## src/rtl/freq_generator_if.sv

```systemverilog
// ---------------------------------------------------------------------------
// freq_generator_if
//
// Request/status bundle of the programmable square-wave generator.
//
//   freq_in      requested frequency in Hz (sampled only when a load is taken)
//   freq_load    one-cycle load strobe
//   busy         divider running; loads are ignored while high
//   freq_active  frequency currently being generated, 0 when stopped
//   wave_out     generated 50 % duty square wave (registered)
//
// Modports:
//   master  the requester (drives freq_in / freq_load, observes status)
//   slave   the generator itself
// ---------------------------------------------------------------------------
interface freq_generator_if #(
  parameter int FREQ_W = 17
);

  logic [FREQ_W-1:0] freq_in;
  logic              freq_load;
  logic              busy;
  logic [FREQ_W-1:0] freq_active;
  logic              wave_out;

  modport master (
    output freq_in,
    output freq_load,
    input  busy,
    input  freq_active,
    input  wave_out
  );

  modport slave (
    input  freq_in,
    input  freq_load,
    output busy,
    output freq_active,
    output wave_out
  );

endinterface : freq_generator_if

```

## src/rtl/freq_generator.sv

```systemverilog
// ---------------------------------------------------------------------------
// freq_generator
//
// Programmable square-wave generator. A requested frequency (Hz) is turned
// into a half-period in system-clock cycles by a 32-step restoring divider:
//
//   half_period = max(1, floor(CLK_HZ / (2 * freq_in)))
//
// and a half-period counter then toggles wave_out every half_period cycles,
// giving a 50 % duty output of period 2 * half_period cycles.
//
// Parameters:
//   CLK_HZ  system clock frequency in Hz (the dividend, 32 bits)
//   FREQ_W  width of the frequency request
//
// Ports:
//   MAX10_CLK1_50  system clock, all logic on its rising edge
//   SW0            synchronous active-low reset
//   bus            freq_generator_if.slave (freq_in, freq_load, busy,
//                  freq_active, wave_out)
//   tick           one-cycle pulse on every 0->1 transition of wave_out
//                  (only when FREQGEN_TICK_EN is defined)
//
// Optional feature:
//   FREQGEN_TICK_EN  when defined, adds the tick output and its register.
//                    When undefined, neither the port nor the logic exists.
//
// Behaviour summary:
//   IDLE  stopped, wave_out = 0, freq_active = 0.
//   DIV   exactly 32 cycles, one quotient bit per cycle, MSB first. If the
//         generator was already running, the old waveform keeps going
//         during the divide.
//   RUN   generating. On entry the counter is cleared but wave_out keeps
//         its level, so a frequency change never glitches the output.
//   A load of 0 stops the generator on the next cycle without dividing.
//   Loads arriving while busy are dropped.
// ---------------------------------------------------------------------------
module freq_generator #(
  parameter int unsigned CLK_HZ = 50_000_000,
  parameter int          FREQ_W = 17
) (
  input  logic             MAX10_CLK1_50,
  input  logic             SW0,
  freq_generator_if.slave  bus
`ifdef FREQGEN_TICK_EN
  ,
  output logic             tick
`endif
);

  // Divisor is 2 * freq_in, so it needs one bit more than the request.
  localparam int          DW       = FREQ_W + 1;
  localparam logic [31:0] DIVIDEND = 32'(CLK_HZ);

  typedef enum logic [1:0] {
    ST_IDLE = 2'd0,
    ST_DIV  = 2'd1,
    ST_RUN  = 2'd2
  } state_e;

  // -------------------------------------------------------------------------
  // State
  // -------------------------------------------------------------------------
  state_e            state_q,    state_d;
  logic [4:0]        bit_cnt_q,  bit_cnt_d;    // divide step, 0..31
  logic [DW-1:0]     divisor_q,  divisor_d;    // latched 2 * freq_in
  logic [DW-1:0]     rem_q,      rem_d;        // partial remainder
  logic [30:0]       quo_q,      quo_d;        // quotient bits so far
  logic [FREQ_W-1:0] freq_lat_q, freq_lat_d;   // request being divided
  logic [31:0]       half_q,     half_d;       // half-period in cycles
  logic [31:0]       cnt_q,      cnt_d;        // half-period counter
  logic              wave_q,     wave_d;
  logic [FREQ_W-1:0] active_q,   active_d;

  // -------------------------------------------------------------------------
  // Divider datapath (one restoring step per cycle)
  // -------------------------------------------------------------------------
  logic [DW:0]   rem_shift;
  logic [DW-1:0] rem_sub;
  logic          fits;
  logic [31:0]   quo_next;

  always_comb begin
    // Bring down the next dividend bit, MSB first: bit index 31 - step,
    // which for a 5-bit step is simply its complement.
    rem_shift = {rem_q, DIVIDEND[~bit_cnt_q]};
    fits      = (rem_shift >= {1'b0, divisor_q});
    // When the divisor fits, the difference is below the divisor, so the
    // low DW bits hold it exactly.
    rem_sub   = rem_shift[DW-1:0] - divisor_q;
    quo_next  = {quo_q, fits};
  end

  // -------------------------------------------------------------------------
  // Waveform counter helpers
  // -------------------------------------------------------------------------
  logic running;
  logic half_hit;

  always_comb begin
    // A non-zero active frequency means a valid half-period is loaded; this
    // keeps the old waveform alive while a new divide is in progress.
    running  = (active_q != '0);
    half_hit = (cnt_q == half_q - 32'd1);
  end

  logic load_ok;
  assign load_ok = bus.freq_load && (state_q != ST_DIV);

  // -------------------------------------------------------------------------
  // Next-state / datapath control
  // -------------------------------------------------------------------------
  // NOTE: every variable written below gets a default first, so no path
  // can leave one unassigned and infer a latch.
  always_comb begin
    state_d    = state_q;
    bit_cnt_d  = bit_cnt_q;
    divisor_d  = divisor_q;
    rem_d      = rem_q;
    quo_d      = quo_q;
    freq_lat_d = freq_lat_q;
    half_d     = half_q;
    cnt_d      = cnt_q;
    wave_d     = wave_q;
    active_d   = active_q;

    // Free-running half-period counter, overridden below by load/completion.
    if (running) begin
      if (half_hit) begin
        cnt_d  = 32'd0;
        wave_d = ~wave_q;
      end else begin
        cnt_d  = cnt_q + 32'd1;
      end
    end

    unique case (state_q)
      ST_IDLE, ST_RUN: begin
        if (load_ok) begin
          if (bus.freq_in == '0) begin
            // Stop request: no divide, output forced low immediately.
            state_d  = ST_IDLE;
            wave_d   = 1'b0;
            active_d = '0;
            cnt_d    = 32'd0;
          end else begin
            state_d    = ST_DIV;
            divisor_d  = {bus.freq_in, 1'b0};
            rem_d      = '0;
            quo_d      = '0;
            bit_cnt_d  = 5'd0;
            freq_lat_d = bus.freq_in;
          end
        end
      end

      ST_DIV: begin
        rem_d     = fits ? rem_sub : rem_shift[DW-1:0];
        quo_d     = quo_next[30:0];
        bit_cnt_d = bit_cnt_q + 5'd1;
        if (bit_cnt_q == 5'd31) begin
          state_d  = ST_RUN;
          // Requests above CLK_HZ/2 give a zero quotient; clamp to 1 so the
          // counter never compares against -1.
          half_d   = (quo_next == 32'd0) ? 32'd1 : quo_next;
          active_d = freq_lat_q;
          cnt_d    = 32'd0;
          // Keep the current level at the switchover: no glitch, no
          // forced phase.
          wave_d   = wave_q;
        end
      end

      default: begin
        state_d = ST_IDLE;
      end
    endcase
  end

  // -------------------------------------------------------------------------
  // Registers
  // -------------------------------------------------------------------------
  // NOTE: sequential state uses non-blocking assignments so every flop
  // samples the pre-edge values of the others.
  // NOTE: every register, including the divider working set and the
  // half-period, is cleared by reset; none of them is a memory array.
  always_ff @(posedge MAX10_CLK1_50) begin
    if (!SW0) begin
      state_q    <= ST_IDLE;
      bit_cnt_q  <= '0;
      divisor_q  <= '0;
      rem_q      <= '0;
      quo_q      <= '0;
      freq_lat_q <= '0;
      half_q     <= '0;
      cnt_q      <= '0;
      wave_q     <= 1'b0;
      active_q   <= '0;
    end else begin
      state_q    <= state_d;
      bit_cnt_q  <= bit_cnt_d;
      divisor_q  <= divisor_d;
      rem_q      <= rem_d;
      quo_q      <= quo_d;
      freq_lat_q <= freq_lat_d;
      half_q     <= half_d;
      cnt_q      <= cnt_d;
      wave_q     <= wave_d;
      active_q   <= active_d;
    end
  end

`ifdef FREQGEN_TICK_EN
  // Registered alongside wave_out: high exactly in the cycle wave_out
  // becomes 1. IDLE and the switchover hold or clear the level, so no
  // spurious pulse can appear there.
  logic tick_q, tick_d;

  always_comb begin
    tick_d = wave_d & ~wave_q;
  end

  always_ff @(posedge MAX10_CLK1_50) begin
    if (!SW0) begin
      tick_q <= 1'b0;
    end else begin
      tick_q <= tick_d;
    end
  end

  assign tick = tick_q;
`endif

  // -------------------------------------------------------------------------
  // Outputs
  // -------------------------------------------------------------------------
  assign bus.busy        = (state_q == ST_DIV);
  assign bus.freq_active = active_q;
  assign bus.wave_out    = wave_q;

endmodule : freq_generator

```

## src/flat_wrapper.sv

```systemverilog
// flat-port wrapper written by rule: the top's interface ports become plain ports
module freq_generator_flat 
#(
  parameter int unsigned CLK_HZ = 50_000_000,
  parameter int          FREQ_W = 17
)
  (MAX10_CLK1_50, SW0, bus_freq_in, bus_freq_load, bus_busy, bus_freq_active, bus_wave_out);
  freq_generator_if #(.FREQ_W(FREQ_W)) bus_i ();
  input  logic MAX10_CLK1_50;
  input  logic SW0;
  input wire logic [$bits(bus_i.freq_in)-1:0] bus_freq_in;
  input wire logic [$bits(bus_i.freq_load)-1:0] bus_freq_load;
  output wire logic [$bits(bus_i.busy)-1:0] bus_busy;
  output wire logic [$bits(bus_i.freq_active)-1:0] bus_freq_active;
  output wire logic [$bits(bus_i.wave_out)-1:0] bus_wave_out;
  assign bus_i.freq_in = bus_freq_in;
  assign bus_i.freq_load = bus_freq_load;
  assign bus_busy = bus_i.busy;
  assign bus_freq_active = bus_i.freq_active;
  assign bus_wave_out = bus_i.wave_out;
  freq_generator #(.CLK_HZ(CLK_HZ), .FREQ_W(FREQ_W)) u_core (.MAX10_CLK1_50(MAX10_CLK1_50), .SW0(SW0), .bus(bus_i));
endmodule
```

## config.mk

```make
export PLATFORM = sky130hd
export DESIGN_NAME = freq_generator_flat
export DESIGN_NICKNAME = d
export VERILOG_FILES = /design/src/rtl/freq_generator_if.sv /design/src/rtl/freq_generator.sv /design/src/flat_wrapper.sv
export SDC_FILE = /design/constraint.sdc
export NUM_CORES = 1
export LEC_CHECK = 0
export BUFFER_PORTS_ARGS = -buffer_cell sky130_fd_sc_hd__buf_2
export CAP_MARGIN = 0
export CORE_AREA = 8 8 97 164
export CTS_CLUSTER_SIZE = 12
export DETAILED_ROUTE_END_ITERATION = 12
export DIE_AREA = 0 0 105 172
export PLACE_DENSITY = 0.82
export SYNTH_ARGS = -nofsm -noshare
export SYNTH_HDL_FRONTEND = slang
export SYNTH_SLANG_ARGS = --single-unit
```

## constraint.sdc

```tcl
create_clock -name MAX10_CLK1_50 -period 4.8 [get_ports MAX10_CLK1_50]
set_input_delay 0 -clock MAX10_CLK1_50 [delete_from_list [all_inputs] [get_ports MAX10_CLK1_50]]
set_output_delay 0 -clock MAX10_CLK1_50 [all_outputs]
set_load 0.03 [all_outputs]
```

**Word-level counts from Yosys, hierarchy flattened**

Memories as Yosys holds them, arrays and structs flattened.
Cells that the tools add are included.

- Flip-flop bits (word level): 155
- Latch bits: 0
- Bits in writable memories: 0
- Bits in read-only memories: 32
- Input bits: 20
- Output and inout port bits: 19
- Logic and storage cells: 73
- Memories kept: 1

- $add $sub $neg: 4
- Multiply operators: 0
- Div/mod/pow operators: 0
- $lt $le $gt $ge: 2
- Equal/unequal tests: 10
- Shifts and indexed selects: 0
- Muxes and demuxes: 32
- Bitwise gates (word level): 3
- Reductions and logical operators: 12

Memory list:

| name | depth | bits a word | rd ports | clocked after memory_dff | wr ports | line | RTL |
|---|---|---|---|---|---|---|---|
| (name not given) | 32 | 1 | 1 | 0 | 0 | freq_generator.sv:86 | `rem_shift = {rem_q, DIVIDEND[~bit_cnt_q]};` |

Operators with widths:

| operator | number |
|---|---|
| 2-to-1 mux 32 bit | 6 |
| case mux 32 bit (2 select lines) | 1 |
| 2-to-1 mux 31 bit | 2 |
| case mux 31 bit (2 select lines) | 1 |
| 2-to-1 mux 18 bit | 3 |
| 2-to-1 mux 17 bit | 3 |
| case mux 18 bit (2 select lines) | 1 |
| case mux 17 bit (2 select lines) | 1 |
| adder 32 x 1 -> 32 bit (second input constant) | 1 |
| equality test 32 bit | 1 |
| logical NOT 32 bit | 1 |
| subtractor 32 x 1 -> 32 bit (second input constant) | 1 |
| >= comparator 19 x 18 -> 1 bit | 1 |
| subtractor 18 bit | 1 |
| logical NOT 17 bit | 1 |
| nonzero test 17 bit | 1 |
| 2-to-1 mux 5 bit | 2 |
| case mux 5 bit (2 select lines) | 1 |
| != test 2 x 1 -> 1 bit (second input constant) | 4 |
| 2-to-1 mux 1 bit | 7 |
| < comparator 5 x 6 -> 1 bit (second input constant) | 1 |
| AND reduction 3 bit | 2 |
| adder 5 x 1 -> 5 bit (second input constant) | 1 |
| equality test 5 bit (second input constant) | 1 |
| other kinds (14) | 18 |

**Logic depth before layout (Yosys ltp)**

Gate-level depths: netlist of the first run.

- Depth in word-level cells: 7
- Gate-level depth with buffers: 12
- Gate-level depth less buffers: 11

**Least setup slack after synthesis of the first run**

Ideal clock, no wire load.

- Kind: flip-flop to flip-flop
- Start point: register u_core.half_q[0]
- End point: register u_core.cnt_q[8]
- Setup time: 0.115 ns
- Arrival: 2.851 ns
- Required time: 4.685 ns
- Setup slack: 1.833 ns
- Stages on the path, launching flop included: 12
- Path buffers: 1
- Clock period less this slack: 2.967 ns
- Cells stage by stage: dfxtp_1 -> inv_1 -> ha_1 -> or3b_2 -> xnor2_1 -> nor3_1 -> a31oi_1 -> or4_1 -> or4_4 -> o21ai_4 -> buf_6 -> nor2_2

- Word-level cells in the longest chain between the ends: 7
- Elaborated cells on any way between the ends: 8
- Those cells by class: add/sub (1); eq/ne (1); mux (6)

Ends and longest elaborated chain:

| element | line | RTL |
|---|---|---|
| from (decl) | freq_generator.sv:70 | `logic [31:0] half_q, half_d;` |
| from (signal assigned) | freq_generator.sv:206 | `half_q <= half_d;` |
| subtractor 32 x 1 -> 32 bit (*) | freq_generator.sv:104 | `half_hit = (cnt_q == half_q - 32'd1);` |
| equality test 32 bit (*) | freq_generator.sv:104 |  |
| 2-to-1 mux 32 bit (*) | freq_generator.sv:129 | `if (half_hit) begin` |
| 2-to-1 mux 32 bit (*) | freq_generator.sv:128 | `if (running) begin` |
| 2-to-1 mux 32 bit | freq_generator.sv:140 | `if (bus.freq_in == '0) begin` |
| 2-to-1 mux 32 bit | freq_generator.sv:139 | `if (load_ok) begin` |
| case mux 32 bit (2 select lines) (*) | freq_generator.sv:137 | `unique case (state_q)` |
| to (signal assigned) | freq_generator.sv:207 | `cnt_q <= cnt_d;` |
| to (decl) | freq_generator.sv:71 | `logic [31:0] cnt_q, cnt_d;` |

Mark *: on every way between the ends. The rest lies on a longest branch, timed or not.
A chain may end at the register's enable or synchronous reset.

**Worst setup path after layout of the first run**

- Start point: register u_core.half_q[0]
- End point: register u_core.cnt_q[0]

Same word-level chain as after synthesis.

==> results of run 1 <==
==> cell families (layout without fill, tap and decap cells) <==
family                   after synthesis  in the layout
AO/OA/AOI/OAI                        199            199
XOR/XNOR                              79             79
adder cells (fa/ha/maj)               24             24
buffers and inverters                 78            132
flip-flops                           155            155
multiplexers                          17             17
AND/OR/NAND/NOR                      402            402
==> registers in the layout (all words and copies together) (netlist names) <==
register / cells
u_core.bus.freq_active: 17
u_core.bit_cnt_q: 5
u_core.cnt_q: 32
u_core.freq_lat_q: 17
u_core.rem_q: 18
u_core.bus.wave_out: 1
u_core.quo_q: 31
u_core.state_q: 2
u_core.half_q: 32
==> cells in the mapped netlist, drive strengths merged (4+ instances only) <==
| cell type | n |
|---|---|
| mux2i | 17 |
| ha | 23 |
| nor2b | 6 |
| nor3 | 28 |
| or4 | 8 |
| dfxtp | 155 |
| and3 | 12 |
| nand3b | 4 |
| a2111oi | 4 |
| nand2b | 6 |
| and4 | 5 |
| clkbuf | 39 |
| xor2 | 45 |
| xnor2 | 34 |
| inv | 30 |
| a211oi | 6 |
| o31ai | 4 |
| nor2 | 80 |
| a21oi | 78 |
| buf | 9 |
| nand4 | 15 |
| o21ai | 33 |
| o31a | 4 |
| nand3 | 63 |
| o21a | 8 |
| nand2 | 129 |
| a22o | 39 |
| nor4 | 27 |
| or3 | 4 |
==> where the power goes <==
group / switching (W) / total, W / leakage, nW / internal [W]
Clock: 0.000523 / 0.00125 / 0.260 / 0.000727
Sequential: 0.0000605 / 0.00141 / 1.25 / 0.00135
Combinational: 0.000780 / 0.00141 / 1.97 / 0.000635
Total: 0.00136 / 0.00408 / 3.48 / 0.00271
==> layout by cell type, fill, tap and decap left out, types with 6 or more instances in the layout <==
cell type / netlist / layout
dfxtp_1: 155 / 155
nand2_1: 129 / 129
a21oi_1: 78 / 77
nand3_1: 63 / 63
nor2_1: 50 / 49
xor2_1: 45 / 45
a22o_1: 39 / 39
buf_2: 2 / 38
xnor2_1: 34 / 34
o21ai_0: 32 / 31
nor2_2: 30 / 31
inv_1: 28 / 28
nor3_1: 27 / 27
nor4_1: 24 / 24
ha_1: 23 / 23
dlygate4sd3_1: 0 / 19
mux2i_1: 17 / 17
clkbuf_16: 0 / 17
nand4_1: 14 / 14
buf_4: 0 / 13
and3_1: 12 / 12
o21a_1: 8 / 8
or4_1: 7 / 7
nor2b_1: 6 / 6
a211oi_1: 6 / 6
==> path summary, 6_finish.rpt <==
check                         from               endpoint  slack [ns]  cells after the start
max reg2reg       u_core.half_q[0]        u_core.cnt_q[0]        1.24                     11
min reg2reg  u_core.freq_lat_q[13]  u_core.freq_lat_q[13]        0.47                      2
min                bus_freq_in[14]  u_core.freq_lat_q[14]        0.38                      4
max               u_core.half_q[0]        u_core.cnt_q[0]        1.24                     11
==> tightest hold or removal path, stage by stage <==
cell	delay [ns]
dlygate4sd3_1	0.52
buf_2	0.13
nand2_1	0.05
a21oi_1	0.05
==> stage by stage <==
| stage | utilization | cell area (µm²) | hold WS, ns |
|---|---|---|---|
| global route | 0.659 | 9030 | 0.393 |
| detailed placement | 0.605 | 8290 | 0.256 |
| floorplan | - | 7970 | 0.136 |
| CTS | 0.659 | 9030 | 0.359 |
| finish | 0.659 | 9030 | 0.378 |
| global placement | 0.605 | 8290 | 0.255 |
==> repair_timing <==
| item | in CTS | in global routing |
|---|---|---|
| endpoints found under the setup margin | 0 | 0 |
| resized for setup | 0 | 0 |
| hold buffers | 19 | 0 |
| endpoints found under the hold margin | 19 | 0 |
==> layout make-up <==
type	instances	area, µm²	share of cell area
multi-input combinational	721	4560	0.506
sequential	155	3100	0.344
timing repair buffer	70	478	0.0530
clock buffer	22	454	0.0503
tap	177	221	0.0245
inverter	30	113	0.0125
clock inverter	10	93.8	0.0104
==> metal layers <==
metal / vias up / wire length, µm / track usage
li1: 3493 / - / -
met4: 0 / 1330 / 0.184
met1: 3428 / 7640 / 0.225
met2: 187 / 11000 / 0.430
met3: 72 / 658 / 0.0366
met5: - / 0 / 0
==> results.toml, run 1 <==
[logic_synthesis]
post_synth_xor_area_fraction = 0.0868
synth.top_cell.area_share = 0.389
synthArstFlopShare = 0
synthCells = 954
synthAdderAreaFrac = 0.0386
synth-simple-area-share = 0.261
synth_flop_cell = "dfxtp_1"
synth_seq_cells = 155
synthTopCellsByArea = "dfxtp_1 39%, nand2_1 6.1%, xor2_1 4.9%, a21oi_1 4.9%, a22o_1 4.3%"
ys_seq_area_frac = 0.389
yosysWarnings = 0
avgSynthCellArea_um2 = 8.36
synth.area.mux_share = 0.0213
synth_top_family_by_area = "simple AND/OR/NAND/NOR gates"
synth_compound_area_frac = 0.164
ys_types = 61
syn_nets = 998
syn_area_mm2 = 0.00797
synth.largest_area_cell = "dfxtp_1"
synth-edff-count = 0

[timing]
max_slew_margin = 0.305
timing.final.crit_period_ns = 3.56
fin_setup_tns_ns = 0
hold_viol = 0
slew_violations = 0
setup_violations = 0
max_freq_mhz = 281
timing.final.ws_setup_ns = 1.24
rsz0062_at_grt = "false"
tightest_slew_ns = 1.04
period_share = 0.741
fin_skew_ns = 0.00899

[setup_path]
slowest_delay_ns = 0.57
critPathSlowestCell = "or4_4"
worstPathArrival_ns = 3.84
required_ns = 5.08
path_delay_family = "simple AND/OR/NAND/NOR gates"
critPathKind = "reg -> reg"
cp-end-kind = "flip-flop"
critical_path_buf_inv_count = 2
critPathMaxFanout = 32
startpoint_type = "flip-flop"
path_cells = "inv_1 -> ha_1 -> nor3b_1 -> nand4_1 -> nor3_1 -> xnor2_1 -> o2111ai_1 -> or4_4 -> o21ai_4 -> buf_4 -> nor2_2"

[hold_path]
hold_class = "in -> reg"

[cts]
root_buffer = "clkbuf_16"
clock_sinks = 155
h-tree-depth = 4
numCtsBuffers = 17
insertion_delay_ns = 0.42
post_cts_buffers = 0
cts_tree = "yes"
cts.path.max_buffers = 2
cts.clk_slew.worst_paths_ns = 0.06

[route]
via_per_inst = 6.06
ant_nets = 0
dr.pass1.iters = 5
drc_errors = 0
drt-initial-drc-count = 379
post_drt_wl_per_cell_um = 17.4
wl_um = 20700
via_count = 7180

[finish]
finalNonFillerCells = 1185
antenna_cells = 0
fill_cells = 1128
area_growth_pct = 13.2
nNetsFinal = 1039
drive_gt1_frac = 0.124

[placed_design]
dp_worst_setup_slack_ns = 1.24
io_buffers = 38
gp_congestion = 0.902
placedCellCount = 1134
dp_hpwl_um = 14700

[global_route]
grt_max_degree = 52
grt_overflow_total = 0
antenna_found_initial = 0
grt_pass1_wl_um = 33800
gr-usage-all-layers = 0.232
grt_pass1_vias = 7033

[die]
io_pins = 39
coreArea_mm2 = 0.0137
start_util = 0.582
die_h_um = 172
rows = 57
design.die.area_mm2 = 0.0181
fp.dieW_um = 105

[power_and_ir_drop]
cellPowerDensity_mw_per_mm2 = 452
vdd_drop_max_v = 0.000350
power_w = 0.00408
p_leak_nw = 3.48

[run]
cap_violations = 0

[run_status]
outcome = "completed"
(Power assumes the default switching activity.)
==> run 2, diff against run 1 <==
- ABC_AREA: not set -> 1
- CORE_AREA: 8 8 97 164 -> 8 8 100 169
- DIE_AREA: 0 0 105 172 -> 0 0 108 177
- PLACE_DENSITY: 0.82 -> 0.81
- clock period: 4.8 -> 3.72 ns (I/O delays scaled with it)
==> run 2 against run 1 <==
  * Synthesized cell count up 29%
  * Sequential cell count unchanged
  * Utilization down 0.25 points
  * Worst setup slack worse by 0.82 ns
  * Via count up 15%
  * Power up 21%
  * Fmax up 7.8%
  * Combinational power about the same
  * Sequential power up 29%
  * First-iteration DRC count up 39%
  * Critical path depth up 7
  * Clock skew up 0.0067 ns
  * Highest routed layer unchanged
==> results.toml, run 2 <==
[setup_path]
startpoint = "u_core.half_q[0]"
critPathMaxFanout = 9
critPathKind = "reg -> reg"
startpoint_type = "flip-flop"
reg2reg_from = "u_core.half_q[0]"
required_ns = 4.04
worstPathArrival_ns = 3.62
cp-end-kind = "flip-flop"

[logic_synthesis]
synthCells = 1234
synth_top_family_by_area = "simple AND/OR/NAND/NOR gates"
avgSynthCellArea_um2 = 6.90
syn_area_mm2 = 0.00852
synth-simple-area-share = 0.305
synth_compound_area_frac = 0.154
synth.largest_area_cell = "dfxtp_1"
ys_seq_area_frac = 0.364
ys_types = 49
ys_top_cells_by_count = "317 x nand2_1, 155 x dfxtp_1, 144 x a21oi_1, 134 x nor2_1, 108 x inv_1"
yosysWarnings = 0
yosysMostFrequentCell = "nand2_1"
synth.area.mux_share = 0
synthTopCellsByArea = "dfxtp_1 36%, nand2_1 14%, a21oi_1 8.5%, nor2_1 5.9%, inv_1 4.8%"
synth.top_cell.area_share = 0.364
syn_nets = 1278
synthArstFlopShare = 0
synth_seq_cells = 155
synthAdderAreaFrac = 0.0361
synth-edff-count = 0
synth_flop_cell = "dfxtp_1"
post_synth_xor_area_fraction = 0.0674

[global_route]
grt_pass1_vias = 8024
grt_max_degree = 93
grt_overflow_total = 0
gr-usage-all-layers = 0.245
grt_pass1_wl_um = 37600
antenna_found_initial = 0

[hold_path]
hold_class = "in -> reg"
hp-start = "SW0"

[timing]
fin_setup_tns_ns = 0
hold_viol = 0
slew_violations = 0
fin_skew_ns = 0.0157
setup_violations = 0
tightest_slew_ns = 0.972
rsz0062_at_grt = "false"
period_share = 0.887
timing.final.ws_setup_ns = 0.420
max_slew_margin = 0.352
max_freq_mhz = 303
timing.final.crit_period_ns = 3.30

[die]
io_pins = 39
start_util = 0.580
coreArea_mm2 = 0.0147
rows = 59
design.die.area_mm2 = 0.0191
fp.dieW_um = 108
die_h_um = 177

[power_and_ir_drop]
cellPowerDensity_mw_per_mm2 = 512
pwr-share-seq = 0.368
internal-power_w = 0.00317
power_frac_comb = 0.284
p_leak_nw = 4.11
netSwitchingFraction = 0.360
net-switching-power_w = 0.00178
power_frac_clock = 0.348
vdd_drop_max_v = 0.000611

[route]
via_per_inst = 5.61
wl_um = 22600
drc_errors = 0
post_drt_wl_per_cell_um = 15.3
dr.pass1.iters = 5
drt-initial-drc-count = 525
ant_nets = 0
via_count = 8280

[finish]
layout_commonest_cell = "nand2_1"
most-common-layout-cells = "317 x nand2_1, 155 x dfxtp_1, 144 x a21oi_1"
top_regs = "u_core.cnt_q (32), u_core.half_q (32), u_core.quo_q (31)"
nNetsFinal = 1324
finalNonFillerCells = 1476
antenna_cells = 0
area_growth_pct = 13.2
drive_gt1_frac = 0.101

[cts]
numCtsBuffers = 17
clock_sinks = 155
h-tree-depth = 4
cts_tree = "yes"
insertion_delay_ns = 0.43
root_buffer = "clkbuf_16"
cts.clk_slew.worst_paths_ns = 0.08
cts.path.max_buffers = 2

[placed_design]
placedCellCount = 1425
dp_worst_setup_slack_ns = 0.765
gp_congestion = 0.963
io_buffers = 38
dp_hpwl_um = 16100

[run]
cap_violations = 0

[run_status]
outcome = "completed"
-- run 2: cell count changes after synthesis, moves of 23 or more --
cell	change
nand2_1	+188
a21oi_1	+66
nor2_2	-23
nor2_1	+84
inv_1	+80
a22o_1	-39
-- run 2: layout make-up --
type                    instances  area (µm²)
clock buffers                  17         425
flip-flops and latches        155        3100
repair buffers                 70         478
inverters                     114         428
clock inverters                15         170
well taps                     183         229
multi-input cells             922        4810
fillers                      1250        5040
-- run 2: worst max-delay path, stage by stage (launching register included) --
cell and delay (ns):
dfxtp_1 0.32, inv_1 0.14, ha_1 0.23, nand3_2 0.15
nor2_8 0.23, nand2_4 0.08, nor2_4 0.14, nand2_1 0.08
nand2_1 0.06, nand2_1 0.05, nor2_1 0.09, nand2_1 0.08
nor2_1 0.21, nand3_2 0.14, nor2_1 0.42, nand3_1 0.12
nand2_1 0.08, nor2_1 0.04, dlygate4sd3_1 0.54
-- run 2: power by group through the flow --
stage               clock [W]  combinational [W]  sequential, W
floorplan                   0            0.00109        0.00183
global placement            0            0.00134        0.00185
detailed placement          0            0.00136        0.00185
CTS                   0.00174            0.00139        0.00182
global route          0.00183            0.00157        0.00183
finish                0.00172            0.00140        0.00182
-- run 2: what timing repair did --
| action | 4_1_cts | 5_1_grt |
|---|---|---|
| resized for setup | 0 | 0 |
| endpoints found under the hold margin | 19 | 0 |
| hold buffers | 19 | 0 |
| setup buffers | 0 | 0 |
-- run 2: kinds of logic after synthesis --
group	count (synthesis)
fa+ha+maj	24
xor+xnor	64
buf+inv	157
compound gates	237
simple gates	597
flops	155
-- run 2: stage by stage --
step                      area [µm²]  utilization  total power (W)  hold WS, ns
final                           9650        0.657          0.00494       0.0133
after global routing            9650        0.657          0.00523       0.0444
after CTS                       9650        0.657          0.00495      0.00737
after detailed placement        8860        0.603          0.00321        0.266
after global placement          8860        0.603          0.00319        0.260
after floorplan                 8520            -          0.00292        0.135
-- run 2: layer usage --
layer / GRT usage / vias to the layer above / part of all wire
met1: 0.244 / 3820 / 0.36
met4: 0.171 / 0 / 0.060
met5: 0 / - / 0
li1: - / 4142 / -
met2: 0.445 / 238 / 0.54
met3: 0.0398 / 80 / 0.042
-- run 2: path summary, 6_finish.rpt --
| kind | cells past startpoint | end | slack (ns) |
|---|---|---|---|
| max | 18 | u_core.bus.wave_out | 0.42 |
| min | 3 | u_core.freq_lat_q[11] | 0.01 |
| max reg2reg | 18 | u_core.bus.wave_out | 0.42 |
| min reg2reg | 2 | u_core.half_q[31] | 0.47 |
==> run 3, diff against run 2 <==
- PLACE_DENSITY: 0.81 -> not set
- PLACE_DENSITY_LB_ADDON: not set -> 0.08
==> run 3 against run 2 <==
  * Fmax rose by 18%
  * Die area did not move
  * Sequential share of layout area rose by 0.054 points
  * Largest cell class unchanged
  * Power rose by 0.23%
==> results.toml, run 3 (synthesis results as in run 2) <==
[run_status]
outcome = "completed"

[hold_path]
hold_class = "in -> reg"
hp-start = "SW0"
hold_path_depth = 3

[finish]
drive_gt1_frac = 0.0985
top_regs = "u_core.cnt_q (32), u_core.half_q (32), u_core.quo_q (31)"
layout_commonest_cell = "nand2_1"
area_growth_pct = 13.1
antenna_cells = 0
nNetsFinal = 1320
most-common-layout-cells = "317 x nand2_1, 155 x dfxtp_1, 144 x a21oi_1"

[die]
coreArea_mm2 = 0.0147
io_pins = 39
rows = 59
design.die.area_mm2 = 0.0191
start_util = 0.580
fp.dieW_um = 108
die_h_um = 177

[route]
via_count = 8130
ant_nets = 0
wl_um = 22900
dr.pass1.iters = 5
post_drt_wl_per_cell_um = 15.6
drc_errors = 0
via_per_inst = 5.52
drt-initial-drc-count = 516

[cts]
numCtsBuffers = 17
cts_resized = 0
insertion_delay_ns = 0.43
cts_tree = "yes"
h-tree-depth = 4
post_cts_buffers = 0
cts.path.max_buffers = 2
cts.clk_slew.worst_paths_ns = 0.08
root_buffer = "clkbuf_16"
clock_sinks = 155

[power_and_ir_drop]
p_leak_nw = 4.10
cellPowerDensity_mw_per_mm2 = 514
power_w = 0.00495
vdd_drop_max_v = 0.000723

[run]
cap_violations = 0

[setup_path]
startpoint_type = "flip-flop"
required_ns = 4.05
critPathKind = "reg -> reg"
ff2ff_setup_slack_ns = 0.92
startpoint = "u_core.half_q[0]"
critPathMaxFanout = 16
reg2reg_from = "u_core.half_q[0]"
worstPathArrival_ns = 3.13
reg2reg_depth = 14
cp-end-kind = "flip-flop"

[global_route]
grt_pass1_wl_um = 37300
grt_max_degree = 77
gr-usage-all-layers = 0.245
antenna_found_initial = 0
grt_overflow_total = 0
grt_pass1_vias = 7978

[placed_design]
io_buffers = 38
dp_hpwl_um = 16500
gp_congestion = 0.982

[timing]
tightest_slew_ns = 0.892
rsz0062_at_grt = "false"
hold_viol = 0
fin_skew_ns = 0.0126
slew_violations = 0
timing.final.crit_period_ns = 2.80
setup_violations = 0
period_share = 0.752
max_slew_margin = 0.405
max_freq_mhz = 358
fin_setup_tns_ns = 0
-- run 3: cell count changes in the layout (fill, tap and decap cells not counted) --
cell	delta
inv_6	-2
inv_8	+1
dlygate4sd3_1	-1
buf_12	+1
clkinv_4	+2
buf_4	-4
clkinvlp_4	-1
-- run 3: power breakdown --
part / internal, W / leakage, nW / switching [W]
Clock: 0.000908 / 0.293 / 0.000826
Sequential: 0.00175 / 1.25 / 0.0000754
Combinational: 0.000512 / 2.55 / 0.000884
-- run 3: layer usage --
| layer | share of wire | global-route usage | up-vias |
|---|---|---|---|
| li1 | - | - | 4131 |
| met1 | 0.37 | 0.240 | 3701 |
| met2 | 0.52 | 0.440 | 206 |
| met3 | 0.030 | 0.0357 | 92 |
| met4 | 0.074 | 0.200 | 0 |
| met5 | 0 | 0 | - |
-- run 3: critical path, cell delays in order (launching register included) --
cell     delay [ns]
dfxtp_1        0.33
inv_1          0.13
ha_1           0.22
nand3_2        0.16
nor2_8         0.23
nand2_1        0.12
nor2_1         0.20
xor2_1         0.09
nor2_1         0.10
nand2_1        0.06
nor2_1         0.18
nand3_2        0.13
o21ai_4        0.46
buf_4          0.25
nor2_1         0.05
-- run 3: metrics by stage --
| step | utilization | instances | worst slack (ns) | instance area [µm²] | hold WS, ns |
|---|---|---|---|---|---|
| 4_1_cts | 0.656 | 1472 | 0.926 | 9630 | 0.00517 |
| 6_report | 0.656 | 1472 | 0.923 | 9630 | 0.0284 |
| 3_3_place_gp | 0.603 | 1422 | 1.01 | 8850 | 0.276 |
| 5_1_grt | 0.656 | 1472 | 0.652 | 9630 | 0.0419 |
| 2_1_floorplan | - | 1234 | 1.40 | 8520 | 0.135 |
| 3_5_place_dp | 0.603 | 1422 | 0.935 | 8850 | 0.282 |
-- run 3: cell type report --
cell class	count	area, µm²
tap	183	229
multi-input combinational	922	4810
fill	1356	5060
inverter	114	428
sequential	155	3100
timing repair buffer	66	458
clock inverter	15	174
clock buffer	17	425
-- run 3: timing repair --
action | CTS | global route
hold buffers | 18 | 0
hold endpoints to repair | 19 | 0
setup endpoints to repair | 0 | 0
-- run 3: path summary, 6_finish.rpt --
kind	end
max	u_core.cnt_q[2]
min	u_core.bus.wave_out
max reg2reg	u_core.cnt_q[2]
min reg2reg	u_core.half_q[31]
